===== config.mk =====
export PLATFORM = sky130hd
export DESIGN_NAME = balance_cntrl
export DESIGN_NICKNAME = d
export VERILOG_FILES = /design/src/rtl/balance_cntrl.sv
export SDC_FILE = /design/constraint.sdc
export NUM_CORES = 1
export LEC_CHECK = 0
export CAP_MARGIN = 15
export CELL_PAD_IN_SITES_DETAIL_PLACEMENT = 0
export CELL_PAD_IN_SITES_GLOBAL_PLACEMENT = 1
export CORE_MARGIN = 5
export CORE_UTILIZATION = 30
export CTS_CLUSTER_SIZE = 40
export DETAILED_ROUTE_END_ITERATION = 8
export HOLD_SLACK_MARGIN = 0.1
export PLACE_DENSITY_LB_ADDON = 0.1
export SLEW_MARGIN = 15
export SYNTH_ARGS = -nofsm -noshare
export SYNTH_HDL_FRONTEND = slang
export SYNTH_SLANG_ARGS = --single-unit

===== constraint.sdc =====
create_clock -name clk -period 52.9 [get_ports clk]
set_input_delay 13.225 -clock clk [delete_from_list [all_inputs] [get_ports clk]]
set_output_delay 13.225 -clock clk [all_outputs]
set_load 0.03 [all_outputs]

===== src/rtl/balance_cntrl.sv =====
// balance_cntrl: PID balance loop with steering and torque shaping.
// Optional overspeed flag enabled by BALANCE_CNTRL_OVR_SPD_EN.
module balance_cntrl #(
  parameter int P_COEFF         = 14,
  parameter int D_COEFF         = 20,
  parameter int LOW_TORQUE_BAND = 70,
  parameter int GAIN_MULTIPLIER = 15,
  parameter int MIN_DUTY        = 980,
  parameter int OVR_SPD_THRESH  = 1536
) (
  input  logic        clk,
  input  logic        rst_n,
  input  logic        vld,
  input  logic [15:0] ptch,
  input  logic [11:0] ld_cell_diff,
  input  logic        en_steer,
  input  logic        rider_off,
  input  logic        pwr_up,
  output logic [10:0] lft_spd,
  output logic        lft_rev,
  output logic [10:0] rght_spd,
  output logic        rght_rev,
  output logic        ovr_spd
);

  localparam logic [15:0] LP_BAND = 16'(LOW_TORQUE_BAND);
  localparam logic signed [15:0] LP_MIN = 16'(MIN_DUTY);
  localparam logic [15:0] LP_OVR = 16'(OVR_SPD_THRESH);

  logic signed [9:0]  w_err;
  logic signed [14:0] w_pterm;
  logic signed [17:0] r_integ;
  logic signed [17:0] w_isum;
  logic               w_iovf;
  logic signed [11:0] w_iterm;
  logic signed [9:0]  r_prev1;
  logic signed [9:0]  r_prev2;
  logic signed [9:0]  w_ddiff;
  logic signed [6:0]  w_dsat;
  logic signed [12:0] w_dterm;
  logic signed [15:0] w_pid;
  logic signed [15:0] w_steer;
  logic signed [15:0] w_lt;
  logic signed [15:0] w_rt;
  logic signed [15:0] w_lsh;
  logic signed [15:0] w_rsh;
  logic [15:0]        w_labs;
  logic [15:0]        w_rabs;
  logic               w_ovr_raw;
  logic               w_unused;

  // Clamp the raw pitch into 10-bit signed range
  always_comb begin
    w_err = ptch[9:0];
    if (ptch[15] && !(&ptch[14:9]))
      w_err = 10'sh200;
    else if (!ptch[15] && (|ptch[14:9]))
      w_err = 10'sh1FF;
  end

  assign w_pterm = 15'(32'(w_err) * P_COEFF);

  assign w_isum  = r_integ + 18'(w_err);
  assign w_iovf  = (r_integ[17] == w_err[9]) &&
                   (w_isum[17] != r_integ[17]);
  assign w_iterm = r_integ[17:6];

  // Integrator: clear on rider off / power down, hold on overflow
  always_ff @(posedge clk or negedge rst_n) begin
    if (!rst_n)
      r_integ <= '0;
    else if (rider_off || !pwr_up)
      r_integ <= '0;
    else if (vld && !w_iovf)
      r_integ <= w_isum;
  end

  // Two-deep pitch history for the derivative
  always_ff @(posedge clk or negedge rst_n) begin
    if (!rst_n) begin
      r_prev1 <= '0;
      r_prev2 <= '0;
    end else if (!pwr_up) begin
      r_prev1 <= '0;
      r_prev2 <= '0;
    end else if (vld) begin
      r_prev2 <= r_prev1;
      r_prev1 <= w_err;
    end
  end

  assign w_ddiff = w_err - r_prev2;

  // Clamp the derivative difference to 7-bit signed
  always_comb begin
    w_dsat = w_ddiff[6:0];
    if (w_ddiff[9] && !(&w_ddiff[8:6]))
      w_dsat = 7'sh40;
    else if (!w_ddiff[9] && (|w_ddiff[8:6]))
      w_dsat = 7'sh3F;
  end

  assign w_dterm = 13'(32'(w_dsat) * D_COEFF);

  assign w_pid = 16'(w_pterm) + 16'(w_iterm) + 16'(w_dterm);

  assign w_steer = 16'($signed(ld_cell_diff[11:3]));
  assign w_lt    = en_steer ? w_pid - w_steer : w_pid;
  assign w_rt    = en_steer ? w_pid + w_steer : w_pid;

  function automatic logic [15:0] f_abs(
    input logic signed [15:0] s
  );
    f_abs = s[15] ? 16'(-s) : 16'(s);
  endfunction

  function automatic logic signed [15:0] f_shape(
    input logic signed [15:0] t
  );
    if (f_abs(t) >= LP_BAND)
      f_shape = t[15] ? t - LP_MIN : t + LP_MIN;
    else
      f_shape = 16'(32'(t) * GAIN_MULTIPLIER);
  endfunction

  assign w_lsh  = f_shape(w_lt);
  assign w_rsh  = f_shape(w_rt);
  assign w_labs = f_abs(w_lsh);
  assign w_rabs = f_abs(w_rsh);

  // Magnitude saturation and power-down gating
  always_comb begin
    lft_spd  = (|w_labs[15:11]) ? 11'h7FF : w_labs[10:0];
    rght_spd = (|w_rabs[15:11]) ? 11'h7FF : w_rabs[10:0];
    lft_rev  = w_lsh[15];
    rght_rev = w_rsh[15];
    if (!pwr_up) begin
      lft_spd  = '0;
      rght_spd = '0;
      lft_rev  = 1'b0;
      rght_rev = 1'b0;
    end
  end

  assign w_ovr_raw = (w_labs > LP_OVR) || (w_rabs > LP_OVR);

`ifdef BALANCE_CNTRL_OVR_SPD_EN
  assign ovr_spd  = pwr_up & w_ovr_raw;
  assign w_unused = ^ld_cell_diff[2:0];
`else
  assign ovr_spd  = 1'b0;
  assign w_unused = ^{ld_cell_diff[2:0], w_ovr_raw};
`endif

endmodule


==> results of run 1 <==
[layer usage]
| layer | wire length (um) | vias up | track usage [%] |
|---|---|---|---|
| met2 | 19210 | 102 | 29.57 |
| met3 | 571 | 25 | 0.7725 |
| met4 | 539 | 2 | 2.638 |
| met5 | 7 | - | 0 |
| li1 | - | 5843 | - |
| met1 | 17120 | 5347 | 19.80 |
[metrics by stage]
stage / cells / setup WS, ps
2_1_floorplan: 1663 / 14710
3_3_place_gp: 2266 / 10690
3_5_place_dp: 2266 / 10680
4_1_cts: 2274 / 10650
5_1_grt: 2275 / 9425
6_report: 2275 / 10910
[how the worst max path moves through the flow]
stage / startpoint / end / slack [ps] / cells past startpoint
global placement: ptch[9] / lft_spd[0] / 10690 / 54
CTS: ptch[9] / lft_spd[0] / 10650 / 54
floorplan: ptch[9] / lft_spd[0] / 14710 / 53
global route: ptch[9] / lft_spd[0] / 9430 / 54
finish: ptch[9] / lft_spd[0] / 10910 / 54
detailed placement: ptch[9] / lft_spd[0] / 10680 / 54
[cell families after synthesis]
family	share of synthesized area [%]
compound gates	22.21
xor+xnor	10.14
fa+ha+maj	31.15
buf+inv	8.599
flops	7.262
mux	4.902
other cells	0.02864
simple gates	15.72
[registers in the layout, indices dropped and copies added (netlist names)]
name / count
r_prev2: 10
r_integ: 18
r_prev1: 10
[critical path, delay by kind of cell]
| family | cells | cell delay, ps |
|---|---|---|
| fa+ha+maj | 9 | 3370 |
| buf+inv | 6 | 1860 |
| xor+xnor | 4 | 1850 |
| simple gates | 7 | 1780 |
| mux | 3 | 950 |
| compound gates | 25 | 5670 |
[synth_stat cells, drive strengths merged (5+ instances only)]
| master | number | share of area, % |
|---|---|---|
| nor3 | 34 | 1.3 |
| a311oi | 5 | 0.38 |
| dfrtp | 38 | 7.3 |
| or4 | 5 | 0.29 |
| and2 | 9 | 0.43 |
| a31oi | 26 | 1.2 |
| maj3 | 6 | 0.46 |
| o21a | 18 | 1.1 |
| mux2 | 8 | 0.69 |
| fa | 77 | 12 |
| nand4 | 15 | 0.72 |
| nor4 | 7 | 0.38 |
| ha | 198 | 19 |
| o31a | 6 | 0.40 |
| o22ai | 10 | 0.48 |
| a211o | 8 | 0.54 |
| inv | 231 | 6.6 |
| nand3 | 30 | 1.1 |
| buf | 25 | 1.1 |
| a21boi | 6 | 0.34 |
| clkbuf | 27 | 0.77 |
| o211ai | 12 | 0.73 |
| nand2 | 93 | 2.7 |
| a211oi | 26 | 1.5 |
| xnor2 | 95 | 6.6 |
| nand2b | 18 | 0.86 |
| nor2b | 19 | 0.91 |
| nor2 | 135 | 3.9 |
| and3 | 16 | 0.76 |
| a21o | 33 | 1.9 |
| o211a | 5 | 0.38 |
| xor2 | 51 | 3.4 |
| o21bai | 18 | 1.0 |
| o221ai | 5 | 0.38 |
| a21oi | 128 | 5.2 |
| or3 | 13 | 0.66 |
| o21ai | 73 | 2.8 |
| a221oi | 8 | 0.63 |
| mux2i | 50 | 4.0 |
| o31ai | 9 | 0.63 |
[final cells by class]
| class | count | area (sq um) |
|---|---|---|
| clock buffer | 5 | 125.1 |
| clock inverter | 3 | 68.82 |
| fill | 4698 | 28720 |
| inverter | 234 | 879.6 |
| multi-input combinational | 1339 | 11040 |
| sequential | 38 | 950.9 |
| tap | 585 | 732.0 |
| timing repair buffer | 71 | 655.6 |
==> summary.md, run 1 <==
| Metric | Value |
|---|---|
| Status | `finished clean` |
| Layout cells sized above 1 | `approximately 4.6%` |
| I/O Pins | `roughly 60` |
| Total GRT Usage | `about 16%` |
| Largest stage delay, worst path | `between 800 and 900 ps` |
| Fin nets | `1998` |
| RSZ-0062 raised after global routing | `no` |
| Final Max Tran Viols | `0` |
| Total wire length | `~37000 um` |
| Worst r2r dst | `r_integ[4]` |
| Latest clock arrival within the worst-skew pair | `between 200 and 300 ps` |
| Std-Cell Rows | `76` |
| Antenna Nets Post-Route | `0` |
| Design area | `14450 sq um` |
| FF+latch count, synth | `38` |
| Vias/cell | `between 4 and 5` |
| Syn Area/Cell | `between 7 and 8 sq um` |
| Die Span Y | `218.9 um` |
| Final number of hold-violating endpoints | `0` |
| Crit Path Max Fanout | `16` |
| Setup Skew | `~6.2 ps` |
| CTS HTree Levels | `2` |
| Syn_nets | `between 1500 and 2000` |
| Critical path's slowest cell | `nor3b_2` |
| Grt total ovfl | `0` |
| FF-to-FF Start | `r_integ[1]` |
| Post-CTS Setup Inserts | `0` |
| Sequential fraction of the synthesis area | `between 7 and 8%` |
| Hold Path End | `r_prev2[6]` |
| Max_cap viols | `0` |
| Wire per inst | `around 16 um` |
| Hold depth | `2` |
| First-pass GRT wire length | `between 60000 and 70000 um` |
| Largest net degree at the start of global routing | `between 50 and 60` |
| Clk buf depth | `2` |
| Slew @ Worst Pin | `~1000 ps` |
| Clk root buf | `clkbuf_16` |
| Post-synth EDFFs | `0` |
| Vias in the first global route | `between 10000 and 15000` |
| Port bufs | `54` |
| Initial antenna violation count | `1` |
| Ant diodes | `0` |
| Hold Startpoint | `r_prev2[6]` |
| Placer congestion estimate | `0.7980` |
| Total CTS buffers | `5` |
| Reg2reg path depth | `16` |
| Critical Path RT | `roughly 40000 ps` |
| 1st-pass router iterations | `5` |
| Mapped cell area | `~13000 sq um` |
| Dpl hpwl | `around 32000 um` |
| Hold Buf Count CTS | `0` |
| Post-synthesis cell count | `around 1700` |
| Critical path type | `in2out` |
| Via count | `about 11000` |
| Tmin final | `roughly 42000 ps` |
| Die Wd | `approximately 220 um` |
| Element type at the critical path end | `output pin` |
| Clk sink count | `38` |
| Die ar. | `about 48000 sq um` |
| Starting Density | `between 30% and 40%` |
| Fin Setup TNS | `0 ps` |
| Core area | `roughly 43000 sq um` |
| Core Util, Final | `about 33%` |
| F_max | `about 24 MHz` |
| Commonest non-fill, non-tap cell in the layout | `inv_1` |
| Ys async rst share | `100.0%` |
| Crit path DAT | `about 29000 ps` |
| Post-CTS sizing | `0` |
| Synth Flop Type | `dfrtp_1` |
| Most frequent cells in the layout | `inv_1 (230), ha_1 (198), nor2_1 (135), a21oi_1 (118), xnor2_1 (93)` |
| Final setup viols | `0` |
| Cell Area, Placed | `~14000 sq um` |
| Period utilization | `roughly four fifths` |
| Clock transition at path regs | `roughly 60 ps` |
| Worst min path class | `reg2reg` |
| P&R area growth vs syn | `10.33%` |
| CTS tree | `yes` |
| Setup slack, reg-to-reg | `approximately 48000 ps` |
| Max-slew headroom | `between 30% and 40%` |
| Unique masters post-synth | `slightly below 100` |
| Hold_ws | `around 520 ps` |
| Yosys synthesis warning count | `0` |
| CP dominant cell by count | `a21oi_1` |
| Iteration-0 DRC Markers | `~430` |
| CP startpoint kind | `input pin` |
| DRC | `0` |
Power of run 1 is left out: the tool's default activity adds up to more than one toggle a clock period on the data nets, which glitch-free logic cannot reach.
==> run 2, diff against run 1 <==
==> constraint.sdc (replaced) <==
create_clock -name clk -period 34.5 [get_ports clk]
set_input_delay 8.625 -clock clk [delete_from_list [all_inputs] [get_ports clk]]
set_output_delay 8.625 -clock clk [all_outputs]
set_load 0.03 [all_outputs]
==> run 2 against run 1 <==
Effect of this change:
- flip-flop and latch count unchanged
- worst hold slack got worse by 1.9 ps
- count of clock-buffer cells in the layout stayed put
- die area unchanged
- critical endpoint is now lft_spd[2]
- first-iteration DRC count is 6.1% higher
==> summary.md, run 2 (synthesis gave the netlist of run 1 again) <==
| Metric | Value |
|---|---|
| Hold Path End | `r_prev2[9]` |
| DRC | `0` |
| Post-CTS sizing | `0` |
| Via count | `around 11000` |
| Hold Startpoint | `r_prev1[9]` |
| Hold depth | `2` |
| Clk buf depth | `2` |
| Core area | `~43000 sq um` |
| Top Registers | `r_integ: 18 flops, r_prev1: 10 flops, r_prev2: 10 flops` |
| Slew @ Worst Pin | `950.5 ps` |
| Worst min path class | `reg2reg` |
| Ant diodes | `0` |
| Total CTS buffers | `5` |
| Placer congestion estimate | `approximately 0.8` |
| Max_cap viols | `0` |
| Setup Skew | `between 6 and 7 ps` |
| Port bufs | `54` |
| I/O Pins | `just under 60` |
| Std-Cell Rows | `76` |
| CTS tree | `yes` |
| CTS HTree Levels | `2` |
| Max-slew headroom | `~36%` |
| Crit path DAT | `~24000 ps` |
| Largest Register | `r_integ` |
| Die Span Y | `around 220 um` |
| Fin Setup TNS | `0 ps` |
| Max reg flops | `18` |
| Total GRT Usage | `between 15 and 20%` |
| Post-CTS Setup Inserts | `0` |
| Layout cells sized above 1 | `under 10%` |
| Clock transition at path regs | `around 60 ps` |
| Die ar. | `around 48000 sq um` |
| Reg2reg path depth | `16` |
| Iteration-0 DRC Markers | `around 460` |
| Critical Path RT | `around 26000 ps` |
| Final Max Tran Viols | `0` |
| Hold Buf Count CTS | `0` |
| Wire per inst | `about 16 um` |
| Antenna Nets Post-Route | `0` |
| Setup slack, reg-to-reg | `~30000 ps` |
| Crit Path Max Fanout | `16` |
| Worst r2r dst | `r_integ[4]` |
| Die Wd | `218.9 um` |
| Latest clock arrival within the worst-skew pair | `around 280 ps` |
| CP startpoint kind | `input pin` |
| Dpl hpwl | `roughly 32000 um` |
| 1st-pass router iterations | `5` |
| Clk root buf | `clkbuf_16` |
| Core Util, Final | `33.56%` |
| Critical path's slowest cell | `clkdlybuf4s50_1` |
| Initial antenna violation count | `1` |
| F_max | `slightly above 30 MHz` |
| First-pass GRT wire length | `61820 um` |
| Element type at the critical path end | `output pin` |
| Vias/cell | `between 4 and 5` |
| Starting Density | `30.33%` |
| Critical path type | `in2out` |
| Tmin final | `roughly 33000 ps` |
| Most frequent cells in the layout | `inv_1 (230), ha_1 (198), nor2_1 (135), a21oi_1 (118), xnor2_1 (93)` |
| Period utilization | `a little over nine tenths` |
| FF-to-FF Start | `r_integ[1]` |
| Clk sink count | `38` |
| Status | `finished clean` |
| RSZ-0062 raised after global routing | `no` |
| Total wire length | `between 30000 and 40000 um` |
| Largest stage delay, worst path | `between 600 and 700 ps` |
| Fin nets | `roughly 2000` |
| Final number of hold-violating endpoints | `0` |
| Final setup viols | `0` |
| Vias in the first global route | `11640` |
| Largest net degree at the start of global routing | `54` |
| Fill cells | `between 4000 and 5000` |
| Grt total ovfl | `0` |
| Commonest non-fill, non-tap cell in the layout | `inv_1` |
| P&R area growth vs syn | `10.63%` |
==> run 2: worst max-delay path: cells and delay by family <==
family,cells,cell delay (ps)
XOR/XNOR,4,1770
multiplexers,3,910
adder cells (fa/ha/maj),9,3360
AND/OR/NAND/NOR,7,1390
AO/OA/AOI/OAI,25,5720
buffers and inverters,7,2100
==> run 2: how the worst max path moves through the flow <==
stage,to,cells past startpoint,start
4_1_cts,lft_spd[0],54,ptch[15]
5_1_grt,lft_spd[1],54,ptch[15]
3_3_place_gp,lft_spd[0],54,ptch[15]
6_report,lft_spd[2],55,ptch[9]
2_1_floorplan,lft_spd[0],53,ptch[9]
3_5_place_dp,lft_spd[0],54,ptch[15]
==> run 2: stage by stage <==
step           area [sq um]  hold slack [ps]  setup slack [ps]  cells
3_5_place_dp          14290            508.4              1462   2271
3_3_place_gp          14290            500.8              1535   2271
4_1_cts               14480            522.8              1387   2279
2_1_floorplan         13100            486.1              5515   1663
6_report              14490            518.0              1962   2280
5_1_grt               14490            543.3             678.2   2280
==> run 2: per-layer routing <==
layer | track usage [%] | share of wire (%) | wire [um] | vias to the layer above
li1 | - | - | - | 5872
met1 | 20.24 | 46 | 17260 | 5355
met2 | 29.36 | 51 | 19030 | 105
met4 | 2.973 | 1.6 | 616 | 2
met3 | 0.5932 | 1.6 | 588 | 34
met5 | 0 | 0.032 | 12 | -
==> run 2: cell type report <==
type | count | area (sq um) | area share [%]
Clock inverter | 3 | 68.82 | 0.4750
Timing Repair Buffer | 76 | 695.7 | 4.802
Multi-Input combinational cell | 1339 | 11040 | 76.17
Inverter | 234 | 879.6 | 6.071
Sequential cell | 38 | 950.9 | 6.564
Clock buffer | 5 | 125.1 | 0.8636
Tap cell | 585 | 732.0 | 5.052
Power of run 2 is left out for the same reason.
==> run 3, diff against run 2 <==
--- a/config.mk
+++ b/config.mk
@@ -5,6 +5,7 @@
 export SDC_FILE = /design/constraint.sdc
 export NUM_CORES = 1
 export LEC_CHECK = 0
+export ABC_CLOCK_PERIOD_IN_PS = 34500
 export CAP_MARGIN = 15
 export CELL_PAD_IN_SITES_DETAIL_PLACEMENT = 0
 export CELL_PAD_IN_SITES_GLOBAL_PLACEMENT = 1
==> results of run 3 <==
No change in the layout: final DEF, timing and power equal those of run 2.
Power of run 3 is left out for the same reason.
